$ cat src/rtl/muldiv_seq.sv
// Iterative RV32M multiply/divide sequencer sitting beside the execute-stage ALU.
// One shift-add (multiply) or restoring (divide) step per cycle on operand
// magnitudes, with sign correction applied on the final iteration.
//
// state | meaning
// IDLE  | waiting for an M-extension op in E
// MUL   | 32 shift-add iterations on magnitudes
// DIV   | 32 restoring-divide iterations on magnitudes
// DONE  | result presented, instruction may leave E
module muldiv_seq #(
  parameter int XLEN  = 32,
  parameter int CNT_W = 5
) (
  input  logic            clk,
  input  logic            rst,
  input  logic            MulDivE,
  input  logic [2:0]      MulDivOpE,
  input  logic [XLEN-1:0] SrcAE,
  input  logic [XLEN-1:0] SrcBE,
  input  logic            FlushE,
  input  logic            HoldE,
  output logic            StallMD,
  output logic            DoneMD,
  output logic [XLEN-1:0] MulDivResultE
);

  typedef enum logic [1:0] {S_IDLE, S_MUL, S_DIV, S_DONE} state_t;

  localparam logic [CNT_W-1:0] CNT_ONE  = CNT_W'(1);
  localparam logic [CNT_W-1:0] CNT_LAST = '1;
  localparam logic [XLEN-1:0]  MIN_NEG  = {1'b1, {(XLEN-1){1'b0}}};

  state_t            state_q, state_d;
  logic [1:0]        op_q;
  logic              sa_q, sb_q;
  logic [XLEN-1:0]   opnd_q;
  logic [2*XLEN-1:0] prod_q;
  logic [CNT_W-1:0]  count_q;
  logic [XLEN-1:0]   res_q;

  logic              start, a_signed, b_signed, a_neg, b_neg;
  logic              div_zero, div_ovf, special, last;
  logic [XLEN-1:0]   a_mag, b_mag, spec_res;
  logic [XLEN:0]     mul_sum, div_shift, div_diff;
  logic [2*XLEN-1:0] mul_next, div_next, mul_fix;
  logic [XLEN-1:0]   mul_res, quo_fix, rem_fix, div_res;

  // Operand decode: sign flags, magnitudes and the divide corner cases
  always_comb begin
    start    = MulDivE & ~FlushE;
    a_signed = (MulDivOpE == 3'd1) | (MulDivOpE == 3'd2) |
               (MulDivOpE == 3'd4) | (MulDivOpE == 3'd6);
    b_signed = (MulDivOpE == 3'd1) | (MulDivOpE == 3'd4) | (MulDivOpE == 3'd6);
    a_neg    = a_signed & SrcAE[XLEN-1];
    b_neg    = b_signed & SrcBE[XLEN-1];
    a_mag    = a_neg ? -SrcAE : SrcAE;
    b_mag    = b_neg ? -SrcBE : SrcBE;
    div_zero = MulDivOpE[2] & (SrcBE == '0);
    div_ovf  = MulDivOpE[2] & ~MulDivOpE[0] & (SrcAE == MIN_NEG) & (SrcBE == '1);
    special  = div_zero | div_ovf;
    // op[1] selects remainder for divides
    if (div_zero) spec_res = MulDivOpE[1] ? SrcAE : '1;
    else          spec_res = MulDivOpE[1] ? '0 : MIN_NEG;
  end

  // One iteration of each loop, plus sign fix-up of the final step's value
  always_comb begin
    // multiplier sits in the low half and shifts out as the product shifts in
    mul_sum   = {1'b0, prod_q[2*XLEN-1:XLEN]} + (prod_q[0] ? {1'b0, opnd_q} : '0);
    mul_next  = {mul_sum, prod_q[XLEN-1:1]};
    // remainder in the high half, dividend shifts out of / quotient into the low half
    div_shift = prod_q[2*XLEN-1:XLEN-1];
    div_diff  = div_shift - {1'b0, opnd_q};
    div_next  = div_diff[XLEN] ? {div_shift[XLEN-1:0], prod_q[XLEN-2:0], 1'b0}
                               : {div_diff[XLEN-1:0], prod_q[XLEN-2:0], 1'b1};
    last      = (count_q == CNT_LAST);
    mul_fix   = (sa_q ^ sb_q) ? -mul_next : mul_next;
    mul_res   = (op_q == 2'd0) ? mul_fix[XLEN-1:0] : mul_fix[2*XLEN-1:XLEN];
    quo_fix   = (sa_q ^ sb_q) ? -div_next[XLEN-1:0] : div_next[XLEN-1:0];
    rem_fix   = sa_q ? -div_next[2*XLEN-1:XLEN] : div_next[2*XLEN-1:XLEN];
    div_res   = op_q[1] ? rem_fix : quo_fix;
  end

  // State register
  always_ff @(posedge clk) begin
    if (rst) state_q <= S_IDLE;
    else     state_q <= state_d;
  end

  // Next-state and handshake outputs; a flush drops stall/done in the same cycle
  always_comb begin
    state_d = state_q;
    StallMD = 1'b0;
    DoneMD  = 1'b0;
    case (state_q)
      S_IDLE: begin
        StallMD = start;
        if (start) begin
          if (special)           state_d = S_DONE;
          else if (MulDivOpE[2]) state_d = S_DIV;
          else                   state_d = S_MUL;
        end
      end
      S_MUL, S_DIV: begin
        StallMD = ~FlushE;
        if (FlushE)    state_d = S_IDLE;
        else if (last) state_d = S_DONE;
      end
      S_DONE: begin
        DoneMD = ~FlushE;
        if (FlushE || !HoldE) state_d = S_IDLE;
      end
      default: state_d = S_IDLE;
    endcase
    MulDivResultE = DoneMD ? res_q : '0;
  end

  // Operand capture, iteration datapath and result register
  always_ff @(posedge clk) begin
    if (rst) begin
      op_q    <= '0;
      sa_q    <= 1'b0;
      sb_q    <= 1'b0;
      opnd_q  <= '0;
      prod_q  <= '0;
      count_q <= '0;
      res_q   <= '0;
    end else begin
      case (state_q)
        S_IDLE: begin
          if (start) begin
            op_q    <= MulDivOpE[1:0];
            sa_q    <= a_neg;
            sb_q    <= b_neg;
            opnd_q  <= b_mag;
            prod_q  <= {{XLEN{1'b0}}, a_mag};
            count_q <= '0;
            if (special) res_q <= spec_res;
          end
        end
        S_MUL: begin
          if (!FlushE) begin
            prod_q  <= mul_next;
            count_q <= count_q + CNT_ONE;
            if (last) res_q <= mul_res;
          end
        end
        S_DIV: begin
          if (!FlushE) begin
            prod_q  <= div_next;
            count_q <= count_q + CNT_ONE;
            if (last) res_q <= div_res;
          end
        end
        default: ;
      endcase
    end
  end

endmodule
$ cat config.mk
export PLATFORM = sky130hd
export DESIGN_NAME = muldiv_seq
export DESIGN_NICKNAME = d
export VERILOG_FILES = /design/src/rtl/muldiv_seq.sv
export SDC_FILE = /design/constraint.sdc
export NUM_CORES = 1
export LEC_CHECK = 0
export CAP_MARGIN = 40
export CORE_ASPECT_RATIO = 0.5
export CORE_MARGIN = 8
export CORE_UTILIZATION = 45
export DETAILED_ROUTE_END_ITERATION = 12
export PLACE_DENSITY = 0.63
export REMOVE_ABC_BUFFERS = 1
export SETUP_SLACK_MARGIN = 0.15
export SYNTH_ARGS = -nofsm -noshare
export SYNTH_HDL_FRONTEND = slang
export SYNTH_SLANG_ARGS = --single-unit
$ cat constraint.sdc
create_clock -name clk -period 7.1 [get_ports clk]
set_input_delay 1.42 -clock clk [delete_from_list [all_inputs] [get_ports clk]]
set_output_delay 1.42 -clock clk [all_outputs]
set_load 0.01 [all_outputs]
==> results.sh <==
export IMPL_grt_max_degree=76
export IMPL_tns_ns=0
export IMPL_status="finished clean"
export IMPL_ys_ff_latch=139
export IMPL_grt_pass1_vias=16686
export IMPL_fmax_mhz=156
export IMPL_crit_buf_inv=2
export IMPL_seq_area_frac_synth=0.168
export IMPL_synth_edff_count=0
export IMPL_drive_above_1_share=0.0568
export IMPL_via_count=18884
export IMPL_cp_startpoint="prod_q[31]"
export IMPL_hold_depth=2
export IMPL_vias_per_cell=6.60
export IMPL_first_pass_iters=6
export IMPL_critPathSlowestCell="or3b_1"
export IMPL_final_min_clock_period_ns=6.39
export IMPL_first_iter_violations=2815
export IMPL_ys_warn_count=0
export IMPL_r2r_start="prod_q[31]"
export IMPL_synth_ff_type="dfxtp_1"
export IMPL_fin_skew_ns=0.0188
export IMPL_yosys_area_top_type="dfxtp_1"
export IMPL_grt_setup_unrepaired="no"
export IMPL_io_pins=106
export IMPL_max_stage_delay_ns=0.53
export IMPL_core_area_um2=36100
export IMPL_crit_path_start_kind="flop"
export IMPL_dp_hpwl_um=50500
export IMPL_hp_class="reg2reg"
export IMPL_clockBufferDepth=2
export IMPL_gr_total_overflow=0
export IMPL_power_uw=5150
export IMPL_maxSlewViolCount=0
export IMPL_cts_inserted_buffers=17
export IMPL_cts_tree="done"
export IMPL_worstPathRequired_ns=7.47
export IMPL_worstMarginPinSlew_ns=0.926
export IMPL_htreeDepth=4
export IMPL_r2r_cells=21
export IMPL_die_w_um=287
export IMPL_final_cells=2862
export IMPL_hold_start="opnd_q[31]"
export IMPL_drc=0
export IMPL_async_reset_ff_frac=0
export IMPL_die_area_um2=43600
export IMPL_cp_top_family="compound AO/OA/AOI/OAI gates"
export IMPL_ir_drop_v=0.000190
export IMPL_io_buffers=105
export IMPL_rr_endpoint="res_q[20]"
export IMPL_synthCells=2392
export IMPL_min_delay_worst_endpoint="opnd_q[31]"
export IMPL_setup_violations=0
export IMPL_cp_arrival_ns=6.76
export IMPL_nets=2517
export IMPL_maxCapViolCount=0
export IMPL_leakagePower_uw=0.00703
export IMPL_cts_hold_buf=0
export IMPL_timing_final_hold_violations=0
export IMPL_grt_usage=0.294
export IMPL_fin_crit_sh=0.900
export IMPL_post_cts_buffers=0
export IMPL_fp_row_count=49
export IMPL_gp_congestion=1.01
export IMPL_antenna_found_initial=0
export IMPL_initial_core_util=0.458
export IMPL_rrSetupSlack_ns=0.71
export IMPL_syn_area_um2=16600
export IMPL_cts_sinks=139
export IMPL_yosys_top_cells_count="nor2_1, nand2_1, a21oi_1"
export IMPL_ys_top_cells_by_area="dfxtp_1, nor2_1, ha_1, a21oi_1, xnor2_1"
export IMPL_antenna_cells=0
export IMPL_yosysMostFrequentCell="nor2_1"
export IMPL_ys_types=91
export IMPL_wire_per_inst_um=23.2
export IMPL_regArea_um2=2780
export IMPL_fillers=3639
export IMPL_path_class="reg2reg"
export IMPL_fin_util=0.510
export IMPL_ant_nets=0
export IMPL_holdWs_ns=0.456
export IMPL_multi_input_area_um2=12800
export IMPL_clock_latency_ns=0.46
export IMPL_synth_top_area_share=0.168
export IMPL_areaGrowthSynthToFinish_pct=11.3
export IMPL_endpoint_kind="flop"
export IMPL_root_buffer="clkbuf_16"
export IMPL_place_inst=2830
export IMPL_clk_pin_slew_ns=0.07
export IMPL_cp_max_fo=13
export IMPL_path_cells="inv_1, ha_1, fa_1, nand2b_1, a211oi_2, o211ai_1, a21bo_2, a21oi_4, nor2_2, inv_2, nor2_1, a21oi_1, ha_1, nand2_1, or4b_1, and3_1, or3b_1, o41ai_1, xor2_1, a2111o_1, a311oi_1"
export IMPL_power_density_nw_per_um2=279
export IMPL_wl_um=66500
export IMPL_die_h_um=152
export IMPL_avgSynthCellArea_um2=6.92
export IMPL_grt_pass1_wl_um=101000
export IMPL_relSlewSlack=0.383
export IMPL_cpMostUsedCell="ha_1"
export IMPL_cts_repair_resized=0
==> worst min-delay path, cell delays in order (launching register included) <==
cell and delay [ns]:
dfxtp_1 0.31, nand2_1 0.05, a21oi_1 0.05
==> flip-flops by register name, indices dropped and copies added, names as in the netlist <==
| name | cells |
|---|---|
| op_q | 2 |
| prod_q | 64 |
| count_q | 5 |
| sa_q | 1 |
| res_q | 32 |
| state_q | 2 |
| sb_q | 1 |
| opnd_q | 32 |
==> how the worst max path moves through the flow <==
stage / end / slack, ns / cells past startpoint
detailed placement: res_q[20] / 0.91 / 21
CTS: res_q[20] / 0.88 / 21
global route: res_q[20] / 0.34 / 21
global placement: res_q[20] / 1.14 / 21
floorplan: prod_q[62] / -0.81 / 9
finish: res_q[20] / 0.71 / 21
==> kinds of logic after synthesis <==
logic type / after synthesis / synth area share
mux: 21 / 0.0135
simple gates: 870 / 0.254
flops: 139 / 0.168
buf+inv: 255 / 0.0594
compound gates: 831 / 0.340
xor+xnor: 196 / 0.104
fa+ha+maj: 80 / 0.0614
==> area by class of cell <==
cell class              count  area share
clock inverters            15     0.00801
flip-flops and latches    139       0.151
well taps                 484      0.0329
inverters                  65      0.0132
repair buffers            144      0.0748
multi-input cells        1998       0.697
clock buffers              17      0.0231
==> per-layer routing <==
layer | GRT usage | vias up | part of all wire
met5 | 0 | - | 0
met4 | 0.0767 | 0 | 0.022
met3 | 0.0668 | 104 | 0.12
met2 | 0.409 | 1046 | 0.39
met1 | 0.444 | 8898 | 0.46
li1 | - | 8836 | -
==> layout by cell type (no fill, tap or decap), drive strengths merged, types with 36 or more instances in the layout <==
cell type      count
inv               73
a21o              39
or3               39
ha                78
dfxtp            139
clkdlybuf4s50    104
o211ai            44
a221oi            46
o31ai             37
nand2            213
xnor2             98
nor3              54
xor2              98
nand3             36
o21ai            163
nor2             293
and2              51
a211oi            80
buf               39
a21oi            192
==> stage by stage <==
stage | area (um2) | setup slack (ns)
2_1_floorplan | 15800 | -0.814
6_report | 18400 | 0.708
4_1_cts | 18400 | 0.879
3_3_place_gp | 17800 | 1.14
3_5_place_dp | 17800 | 0.911
5_1_grt | 18400 | 0.343
==> power by group <==
part / switching (uW) / internal (uW) / leakage, uW
clock: 447 / 468 / 0.000279
combinational: 2040 / 1000 / 0.00562
sequential: 258 / 933 / 0.00113
(Power assumes the default switching activity.)
